===== config.mk =====
export PLATFORM = sky130hd
export DESIGN_NAME = cfg_apply_ctrl
export DESIGN_NICKNAME = d
export VERILOG_FILES = /design/src/rtl/cfg_apply_ctrl.sv
export SDC_FILE = /design/constraint.sdc
export NUM_CORES = 1
export LEC_CHECK = 0
export CAP_MARGIN = 20
export CELL_PAD_IN_SITES_DETAIL_PLACEMENT = 0
export CELL_PAD_IN_SITES_GLOBAL_PLACEMENT = 1
export CORE_MARGIN = 2
export CORE_UTILIZATION = 40
export CTS_BUF_LIST = sky130_fd_sc_hd__clkbuf_4 sky130_fd_sc_hd__clkbuf_8
export CTS_CLUSTER_SIZE = 40
export DETAILED_ROUTE_END_ITERATION = 16
export PLACE_DENSITY = 0.91
export SLEW_MARGIN = 15
export SYNTH_ARGS = -nofsm -noshare
export SYNTH_HDL_FRONTEND = slang
export SYNTH_SLANG_ARGS = --single-unit

===== constraint.sdc =====
create_clock -name clk -period 4 [get_ports clk]
set_clock_uncertainty 0.15 [all_clocks]
set_input_delay 0.8 -clock clk [delete_from_list [all_inputs] [get_ports clk]]
set_output_delay 0.8 -clock clk [all_outputs]
set_load 0.05 [all_outputs]

===== src/rtl/cfg_apply_ctrl.sv =====
// Live configuration owner: validates requested records, pushes accepted ones to the
// datapath over a valid/ready apply channel, and reports one result code per request.
module cfg_apply_ctrl #(
  parameter logic [7:0]  MIN_VERSION     = 8'h01,
  parameter logic [31:0] MAX_WIDTH_LIMIT = 32'd1024,
  parameter int unsigned TIMEOUT_CYCLES  = 16,
  parameter int          CNT_W           = 16
) (
  input  logic             clk,
  input  logic             rst,
  input  logic             req_valid_i,
  output logic             req_ready_o,
  input  logic [55:0]      req_cfg_i,
  output logic             resp_valid_o,
  input  logic             resp_ready_i,
  output logic [1:0]       resp_code_o,
  output logic             apply_valid_o,
  input  logic             apply_ready_i,
  output logic [55:0]      apply_cfg_o,
  input  logic             restore_default_i,
  output logic [55:0]      active_cfg_o,
  output logic [CNT_W-1:0] apply_count_o,
  output logic             busy_o
);

  localparam logic [55:0] DEFAULT_CFG = {8'h01, 16'hFFFF, 32'd32};
  localparam logic [1:0]  RC_SUCCESS  = 2'd0;
  localparam logic [1:0]  RC_FAILURE  = 2'd1;
  localparam logic [1:0]  RC_ERROR    = 2'd2;
  localparam logic        TO_EN       = (TIMEOUT_CYCLES != 0);
  localparam logic [31:0] TO_LAST     = 32'(TIMEOUT_CYCLES) - 32'd1;

  typedef enum logic [1:0] {
    S_IDLE  = 2'd0,
    S_CHECK = 2'd1,
    S_APPLY = 2'd2,
    S_RESP  = 2'd3
  } state_e;

  state_e           state_q, state_d;
  logic [55:0]      pend_q, pend_d;
  logic [55:0]      active_q, active_d;
  logic [CNT_W-1:0] count_q, count_d;
  logic [31:0]      timer_q, timer_d;
  logic [1:0]       code_q, code_d;
  logic             cfg_pass;
  logic             timeout_hit;

  function automatic logic cfg_ok(input logic [55:0] c);
    logic [7:0]  ver;
    logic [31:0] mw;
    ver = c[55:48];
    mw  = c[31:0];
    return (mw != 32'd0) && (mw <= MAX_WIDTH_LIMIT) && (ver >= MIN_VERSION);
  endfunction

  assign cfg_pass = cfg_ok(pend_q);
  // Fires on the last permitted waiting cycle so apply_valid is high for exactly TIMEOUT_CYCLES.
  assign timeout_hit = TO_EN && (timer_q == TO_LAST) && !apply_ready_i;

  always_ff @(posedge clk) begin
    if (rst) begin
      state_q <= S_IDLE;
    end else begin
      state_q <= state_d;
    end
  end

  always_comb begin
    state_d = state_q;
    unique case (state_q)
      S_IDLE: begin
        if (!restore_default_i && req_valid_i) state_d = S_CHECK;
      end
      S_CHECK: begin
        state_d = cfg_pass ? S_APPLY : S_RESP;
      end
      S_APPLY: begin
        if (apply_ready_i || timeout_hit) state_d = S_RESP;
      end
      S_RESP: begin
        if (resp_ready_i) state_d = S_IDLE;
      end
      default: state_d = S_IDLE;
    endcase
  end

  always_comb begin
    req_ready_o   = (state_q == S_IDLE) && !restore_default_i && !rst;
    resp_valid_o  = (state_q == S_RESP);
    apply_valid_o = (state_q == S_APPLY);
    apply_cfg_o   = (state_q == S_APPLY) ? pend_q : 56'd0;
    busy_o        = (state_q != S_IDLE);
    resp_code_o   = code_q;
    active_cfg_o  = active_q;
    apply_count_o = count_q;
  end

  always_comb begin
    pend_d   = pend_q;
    active_d = active_q;
    count_d  = count_q;
    timer_d  = 32'd0;
    code_d   = code_q;
    unique case (state_q)
      S_IDLE: begin
        if (restore_default_i) begin
          active_d = DEFAULT_CFG;
        end else if (req_valid_i) begin
          pend_d = req_cfg_i;
        end
      end
      S_CHECK: begin
        if (!cfg_pass) code_d = RC_FAILURE;
      end
      S_APPLY: begin
        if (apply_ready_i) begin
          active_d = pend_q;
          count_d  = count_q + 1'b1;
          code_d   = RC_SUCCESS;
        end else if (timeout_hit) begin
          code_d = RC_ERROR;
        end else begin
          timer_d = timer_q + 32'd1;
        end
      end
      default: ;
    endcase
  end

  always_ff @(posedge clk) begin
    if (rst) begin
      active_q <= DEFAULT_CFG;
      count_q  <= '0;
      timer_q  <= 32'd0;
      code_q   <= RC_SUCCESS;
    end else begin
      active_q <= active_d;
      count_q  <= count_d;
      timer_q  <= timer_d;
      code_q   <= code_d;
    end
  end

  // Pending record is only observed behind apply_valid, so it needs no reset.
  always_ff @(posedge clk) begin
    pend_q <= pend_d;
  end

endmodule


# --- After elaboration in Yosys (flattened, before gate mapping) ---
# Cells that the tools add are included.
# W data, S select, Z words.
word_totals:
  register_bits: 164
  input_bits: 62
  out_inout_bits: 134
classes:
  addsub: 2
  n_lt_le_gt_ge: 2
  eq_ne: 11
  n_mux: 13
  bitwise: 2
  reduce_logical: 21
ops:
  columns: ["operator", "count"]
  rows:
  - ["$mux W56", 3]
  - ["$pmux W56 S2", 1]
  - ["$add A32 B1 Y32 const B", 1]
  - ["$eq A32 B4 Y1 const B", 1]
  - ["$le A32 B11 Y1 const B", 1]
  - ["$reduce_bool A32 Y1", 1]
  - ["$add A16 B1 Y16 const B", 1]
  - ["$mux W2", 6]
  - ["$reduce_and A3 Y1", 4]
  - ["$ge A8 B1 Y1 const B", 1]
  - ["$pmux W2 S4", 1]
  - ["$logic_and A1 B1 Y1", 6]
  - ["$ne A2 B1 Y1 const B", 3]
  - ["$ne A2 B2 Y1 const B", 3]
  - ["$reduce_bool A2 Y1", 3]
  - ["$eq A2 B2 Y1 const B", 2]
  - ["$pmux W2 S2", 1]
  - ["$reduce_or A4 Y1", 1]
  - ["$logic_not A1 Y1", 3]
  - ["$ne A3 B1 Y1 const B", 1]
  - ["$eq A2 B1 Y1 const B", 1]
  - ["$logic_not A2 Y1", 1]
  - ["$not A1 Y1", 2]
  - ["$reduce_and A2 Y1", 1]
  - ["other kinds (2)", 2]

# --- Longest topological paths before layout ---
# Gate-level depths: netlist of the first run.
logic_depth:
  depth_word: 5
  depth_mapped: 9
  mapped_depth_nobuf: 7

# --- Least setup slack after synthesis of the first run ---
# OpenSTA, ideal clock, no wires.
synth_path:
  path_kind: "input to output"
  start: "input rst"
  end: "output req_ready_o"
  arrival_time_ns: 1.923
  setup_slack_ns: 1.127
  cell_stages: 4
  n_path_buf: 3
  path_cell_list: "buf_4 buf_6 clkbuf_1 nor2_1"
synth_via:
  elab_chain_len: 2
synth_lines:
  columns: ["item", "line_no", "text"]
  rows:
  - ["start, declared", "10", "input logic rst,"]
  - ["$logic_not A1 Y1", "89", "req_ready_o = (state_q == S_IDLE) && !restore_default_i && !rst;"]
  - ["$logic_and A1 B1 Y1", "89", null]
  - ["end, declared", "12", "output logic req_ready_o,"]
# Every way passes these cells.

# --- Worst setup path after layout of the first run ---
layout_path:
  start: "register state_q[0]"
  end: "output apply_cfg_o[23]"
layout_via:
  elab_chain_len: 2
layout_lines:
  columns: ["item", "line_no", "text"]
  rows:
  - ["start, declared", "40", "state_e state_q, state_d;"]
  - ["start signal, assigned", "65", "state_q <= state_d;"]
  - ["$eq A2 B2 Y1", "92", "apply_cfg_o = (state_q == S_APPLY) ? pend_q : 56'd0;"]
  - ["$mux W56", "92", null]
  - ["end, declared", "19", "output logic [55:0] apply_cfg_o,"]
# Every way passes these cells.

==> results of run 1 <==
-- where the power goes --
part,switching (mW),total (mW),internal (mW)
logic,0.988,1.46,0.476
registers,0.0808,1.94,1.86
clock network,0.558,1.13,0.577
total,1.63,4.53,2.91
-- path summary, 6_finish.rpt --
kind | cells after the start | endpoint | slack, ns | from
setup / recovery | 4 | apply_cfg_o[23] | 0.52 | state_q[0]
hold reg to reg | 1 | timer_q[0] | 0.33 | timer_q[0]
setup reg to reg | 7 | active_cfg_o[39] | 1.28 | state_q[0]
hold / removal | 1 | timer_q[0] | 0.33 | timer_q[0]
-- cell type report --
type                            count  area (um^2)
Multi-Input combinational cell    403         2580
Fill cell                        1570         7980
Timing Repair Buffer              202         2010
Clock inverter                      5         51.3
Clock buffer                       27          322
Sequential cell                   164         3840
Tap cell                          225          282
Inverter                           12         45.0
-- kinds of logic after synthesis --
| logic type | count (synthesis) |
|---|---|
| simple gates | 276 |
| flops | 164 |
| buf+inv | 84 |
| compound gates | 77 |
| xor+xnor | 42 |
| fa+ha+maj | 6 |
| mux | 2 |
-- flip-flops by register name, indices dropped and copies added (netlist names) --
register	flops
active_cfg_o	56
state_q	2
apply_count_o	16
pend_q	56
timer_q	32
resp_code_o	2
-- cells in the final DEF (no fill, tap or decap), drive strengths merged, types with 12 or more instances in the layout --
master and n:
clkdlybuf4s50 194, dfxtp 108, nor2 90, and2 59, edfxtp 56, a22oi 38, xnor2 27, clkbuf 27
nor4 27, nand2b 20, nand2 18, o22ai 18, nand4 17, xor2 15, nand3 14, inv 12
-- routing by layer --
metal	vias to the layer above	track usage	part of all wire
met5	-	0	0
met4	0	0.0903	0.028
met3	25	0.0629	0.065
met2	169	0.311	0.49
met1	2489	0.229	0.42
li1	2539	-	-
-- through the flow --
stage / total power, mW / util
6_report: 4.53 / 0.534
5_1_grt: 4.74 / 0.534
4_1_cts: 4.57 / 0.533
3_5_place_dp: 3.44 / 0.511
3_3_place_gp: 3.43 / 0.511
2_1_floorplan: 3.00 / -
==> flow_summary.ini, run 1 <==
[worst_setup_path]
timing_worst_setup_path_type = reg2out
critical_path.n_buffers_inverters = 2
cp-start-kind = register
timing.critical_path.to_type = output port
timing.critical_path.cells = inv_1 -> ha_4 -> and2_2 -> clkdlybuf4s50_1
worst-endpoint-required_ns = 3.05
data_arrival_time_of_the_worst_path_ns = 2.53
timing.critical_path.slowest_stage_cell = clkdlybuf4s50_1
cp_slowest_stage_delay_ns = 0.80
path_max_fanout = 59
path_delay_family = buffers and inverters

[place]
placed_cells_incl_taps = 1006
post_dp_cell_area_mm2 = 0.00875
post-place-ws_ns = 0.657
numPortBuffers = 195
dp.final_hpwl_um = 11900
place_congestion = 0.796

[floorplanning]
die_area_mm2 = 0.0183
placementRows = 48
fp.coreArea_mm2 = 0.0171
die_height_um = 135
chipWidth_um = 135
initial_core_util = 0.404
floorplan.io_pins = 196

[clock_tree]
clkTransAtPathRegs_ns = 0.08
cts_setup_buffers = 0
ctsLongestPathBuffers = 2
clk_latency_ns = 0.45
clkSinkCount = 164
cts_hold_buf = 0
cts.repair.resized = 0
tritoncts_clock_tree = yes
cts_htree_levels = 4
cts-buffers-inserted = 17
root_buffer = clkbuf_8

[synthesis]
ys_ff_latch = 164
netlist.top_cell.by_area = dfxtp_1
yosys.area_share.xor_xnor = 0.0532
post_synthesis_simple_gate_area_fraction = 0.224
synth_top_area_share = 0.313
synth-adder-area-share = 0.0109
ys_warn_count = 0
post_synth_instance_area_mm2 = 0.00691
synth_top_cells_by_count = 108 x dfxtp_1, 90 x nor2_1, 58 x and2_1, 56 x edfxtp_1, 41 x buf_4
synth_edf_count = 56
synth_compound_gate_area_share = 0.0793
largest_family_of_logic_cells_by_synthesized_area = simple AND/OR/NAND/NOR gates
seq_area_frac_synth = 0.556
synthMuxAreaShare = 0.00326
netlist_top_cells_area = dfxtp_1 31%, edfxtp_1 24%, and2_1 5.3%
mappedNetlistNets = 719
syn_avg_cell_area_um2 = 10.6
dominantRegCellSynth = dfxtp_1
async_reset_ff_frac = 0
synthCells = 651
yosys.cell_types.count = 43
post-synth-top-count-cell = dfxtp_1

[routing]
first_pass_detailed_route_iteration_total = 4
detail_route.vias_per_cell = 5.03
drcViolationCount = 0
detail_route.iter0.violations = 362
vias = 5222
route.detailed.wl_per_inst_um = 16.7
drt_wl_total_um = 17300
ant_nets = 0

[timing]
final.hold.worst_slack_ns = 0.331
final.setup.worst_slack_ns = 0.520
setup_viol = 0
max_clock_freq_mhz = 287
fin_setup_tns_ns = 0
timing.final.hold_violations = 0
post-route-min-period_ns = 3.48
maxSlewViolCount = 0
timing.slew.headroom = 0.462
unrepaired_setup_endpoints_after_global_routing = no
worst-slew-pin-transition_ns = 0.807
layout_worst_path_cycle_share = 0.870

[finish]
insertedDiodeCount = 0
finalInstanceArea_mm2 = 0.00913
final_cell_count_no_fill = 1038
layout-drive-gt1-share = 0.0787
finalNetCount = 868
syn_to_final_growth_pct = 32.2

[grt]
grt_pass1_vias = 4980
overflow = 0
maximum_number_of_pins_on_one_net_before_global_route_repair = 79
grt_use_total = 0.191
antenna_found_initial = 0
first_pass_grt_wire_length_um = 26700

[run]
cap_violations = 0

[outcome]
run_status = finished clean

[power_and_ir_drop]
pwr_density_cell_mw_per_mm2 = 496
vdd_ir_drop_max_mv = 0.321
power.static_leakage_nw = 3.06

[worst_hold_path]
holdCritPathClass = reg2reg
No activity file was read; power rests on OpenSTA's default activity.
==> run 2: changes to the inputs <==
--- a/config.mk
+++ b/config.mk
@@ -5,7 +5,6 @@
 export SDC_FILE = /design/constraint.sdc
 export NUM_CORES = 1
 export LEC_CHECK = 0
-export CAP_MARGIN = 20
 export CELL_PAD_IN_SITES_DETAIL_PLACEMENT = 0
 export CELL_PAD_IN_SITES_GLOBAL_PLACEMENT = 1
 export CORE_MARGIN = 2
==> results of run 2 <==
Final layout, timing and power as in run 1 (identical DEF).
==> run 3: changes to the inputs <==
--- a/config.mk
+++ b/config.mk
@@ -5,14 +5,15 @@
 export SDC_FILE = /design/constraint.sdc
 export NUM_CORES = 1
 export LEC_CHECK = 0
+export ABC_AREA = 1
 export CELL_PAD_IN_SITES_DETAIL_PLACEMENT = 0
 export CELL_PAD_IN_SITES_GLOBAL_PLACEMENT = 1
 export CORE_MARGIN = 2
-export CORE_UTILIZATION = 40
+export CORE_UTILIZATION = 39
 export CTS_BUF_LIST = sky130_fd_sc_hd__clkbuf_4 sky130_fd_sc_hd__clkbuf_8
 export CTS_CLUSTER_SIZE = 40
 export DETAILED_ROUTE_END_ITERATION = 16
-export PLACE_DENSITY = 0.91
+export PLACE_DENSITY = 0.92
 export SLEW_MARGIN = 15
 export SYNTH_ARGS = -nofsm -noshare
 export SYNTH_HDL_FRONTEND = slang
==> flow_summary.ini, run 3 <==
[clock_tree]
cts.repair.resized = 0
cts-buffers-inserted = 17
clkSinkCount = 164
clk_latency_ns = 0.45
clkTransAtPathRegs_ns = 0.08
cts_hold_buf = 0
tritoncts_clock_tree = yes
cts_setup_buffers = 0
ctsLongestPathBuffers = 2
cts_htree_levels = 4
root_buffer = clkbuf_8

[routing]
drcViolationCount = 0
route.detailed.wl_per_inst_um = 13.9
drt_wl_total_um = 18100
first_pass_detailed_route_iteration_total = 5
vias = 6032
detail_route.vias_per_cell = 4.65
ant_nets = 0
detail_route.iter0.violations = 205

[synthesis]
ys_ff_latch = 164
synth_top_area_share = 0.295
ys_warn_count = 0
async_reset_ff_frac = 0
dominantRegCellSynth = dfxtp_1
synthCells = 897
post-synth-top-count-cell = nand2_1
seq_area_frac_synth = 0.524
synth_top_cells_by_count = 245 x nand2_1, 121 x inv_1, 108 x dfxtp_1, 87 x nor2_1, 65 x a21oi_1
synth_edf_count = 56
yosys.cell_types.count = 41
netlist_top_cells_area = dfxtp_1 29%, edfxtp_1 23%, nand2_1 13%
mappedNetlistNets = 965
syn_avg_cell_area_um2 = 8.18
post_synth_instance_area_mm2 = 0.00733
netlist.top_cell.by_area = dfxtp_1

[floorplanning]
floorplan.io_pins = 196
die_area_mm2 = 0.0199
fp.coreArea_mm2 = 0.0186
die_height_um = 141
placementRows = 50
chipWidth_um = 141
initial_core_util = 0.395

[worst_setup_path]
path_max_fanout = 20
timing.critical_path.slowest_stage_cell = clkdlybuf4s50_1
timing_worst_setup_path_type = reg2out
worst-endpoint-required_ns = 3.05
timing.critical_path.cells = inv_1 -> ha_2 -> buf_4 -> nand2_1 -> inv_1 -> clkdlybuf4s50_1
critical_path.n_buffers_inverters = 4
cp_common_cell = inv_1
setup.reg_to_reg.worst_slack_ns = 1.39
cp_slowest_stage_delay_ns = 0.80
path_delay_family = buffers and inverters
timing.critical_path.to_type = output port
data_arrival_time_of_the_worst_path_ns = 2.66
cp-start-kind = register

[place]
dp.final_hpwl_um = 13100
post-place-ws_ns = 0.693
numPortBuffers = 195
place_congestion = 0.849
placed_cells_incl_taps = 1266

[finish]
fillers = 1819
layout-drive-gt1-share = 0.0752
mostFrequentLayoutCells = 245 x nand2_1, 194 x clkdlybuf4s50_1, 120 x inv_1
syn_to_final_growth_pct = 31.1
final_util = 0.518
layout.cells.most_common = nand2_1
finalNetCount = 1119
final_cell_count_no_fill = 1298
insertedDiodeCount = 0

[worst_hold_path]
holdCritPathClass = reg2reg

[power_and_ir_drop]
power.static_leakage_nw = 3.80
pwr_density_cell_mw_per_mm2 = 500
vdd_ir_drop_max_mv = 0.308

[timing]
final.setup.worst_slack_ns = 0.390
post-route-min-period_ns = 3.61
maxSlewViolCount = 0
layout_worst_path_cycle_share = 0.903
timing.final.hold_violations = 0
final.hold.worst_slack_ns = 0.316
max_clock_freq_mhz = 277
unrepaired_setup_endpoints_after_global_routing = no
timing.slew.headroom = 0.332
setup_viol = 0
fin_setup_tns_ns = 0
worst-slew-pin-transition_ns = 1.00

[grt]
overflow = 0
use_met1 = 0.229
antenna_found_initial = 0
first_pass_grt_wire_length_um = 29200
maximum_number_of_pins_on_one_net_before_global_route_repair = 49
gr-max-usage-layer = met2
gr-usage-met3 = 0.0431
grt_pass1_vias = 5878
grt_use_met2 = 0.304
grt_use_total = 0.185

[run]
cap_violations = 0

[outcome]
run_status = finished clean
-- run 3: changes by cell type after synthesis, sizes merged, moves of 8 or more --
cell / before / now
nor4: 27 / 3
nand3: 14 / 22
a21oi: 8 / 65
inv: 12 / 127
and4: 8 / 0
nor3: 7 / 22
xnor2: 27 / 5
nand2b: 20 / 0
a22oi: 38 / 0
nand2: 18 / 251
o21ai: 5 / 14
and2: 59 / 2
-- run 3: layer usage --
metal,vias up,wire [um]
met5,-,0
met4,0,489
met3,24,1000
met2,182,8450
met1,2733,8130
li1,3093,-
-- run 3: worst paths after layout --
| kind | from | end | cells after the start |
|---|---|---|---|
| min | active_cfg_o[52] | active_cfg_o[52] | 2 |
| min reg2reg | active_cfg_o[52] | active_cfg_o[52] | 2 |
| max reg2reg | state_q[0] | active_cfg_o[6] | 9 |
| max | state_q[0] | apply_cfg_o[36] | 6 |
-- run 3: kinds of logic (layout without fill, tap and decap cells) --
kind of cell	count (synthesis)	after routing	synth area share
AND/OR/NAND/NOR	418	418	0.253
buffers and inverters	194	361	0.122
flip-flops	164	164	0.524
AO/OA/AOI/OAI	101	101	0.0739
XOR/XNOR	14	14	0.0167
adder cells (fa/ha/maj)	6	6	0.0102
-- run 3: where the power goes --
group / switching (mW) / internal [mW]
registers: 0.0768 / 1.88
logic: 1.20 / 0.493
clock network: 0.633 / 0.527
-- run 3: cell type report --
class,instances,area [um^2],area share
clock inverter,13,123,0.0127
clock buffer,19,255,0.0265
timing repair buffer,202,2020,0.210
inverter,127,477,0.0496
sequential,164,3840,0.400
multi-input combinational,539,2600,0.271
tap,234,293,0.0304
-- run 3: tightest hold or removal path: stages (launching register included) --
cell	delay, ns
dfxtp_1	0.32
nand2_1	0.06
a21oi_1	0.05
-- run 3: per-stage QoR --
| stage | power (mW) | cell area (um^2) |
|---|---|---|
| floorplan | 3.22 | 7330 |
| global placement | 3.68 | 9240 |
| detailed placement | 3.70 | 9240 |
| CTS | 4.87 | 9620 |
| global route | 5.05 | 9620 |
| finish | 4.81 | 9620 |
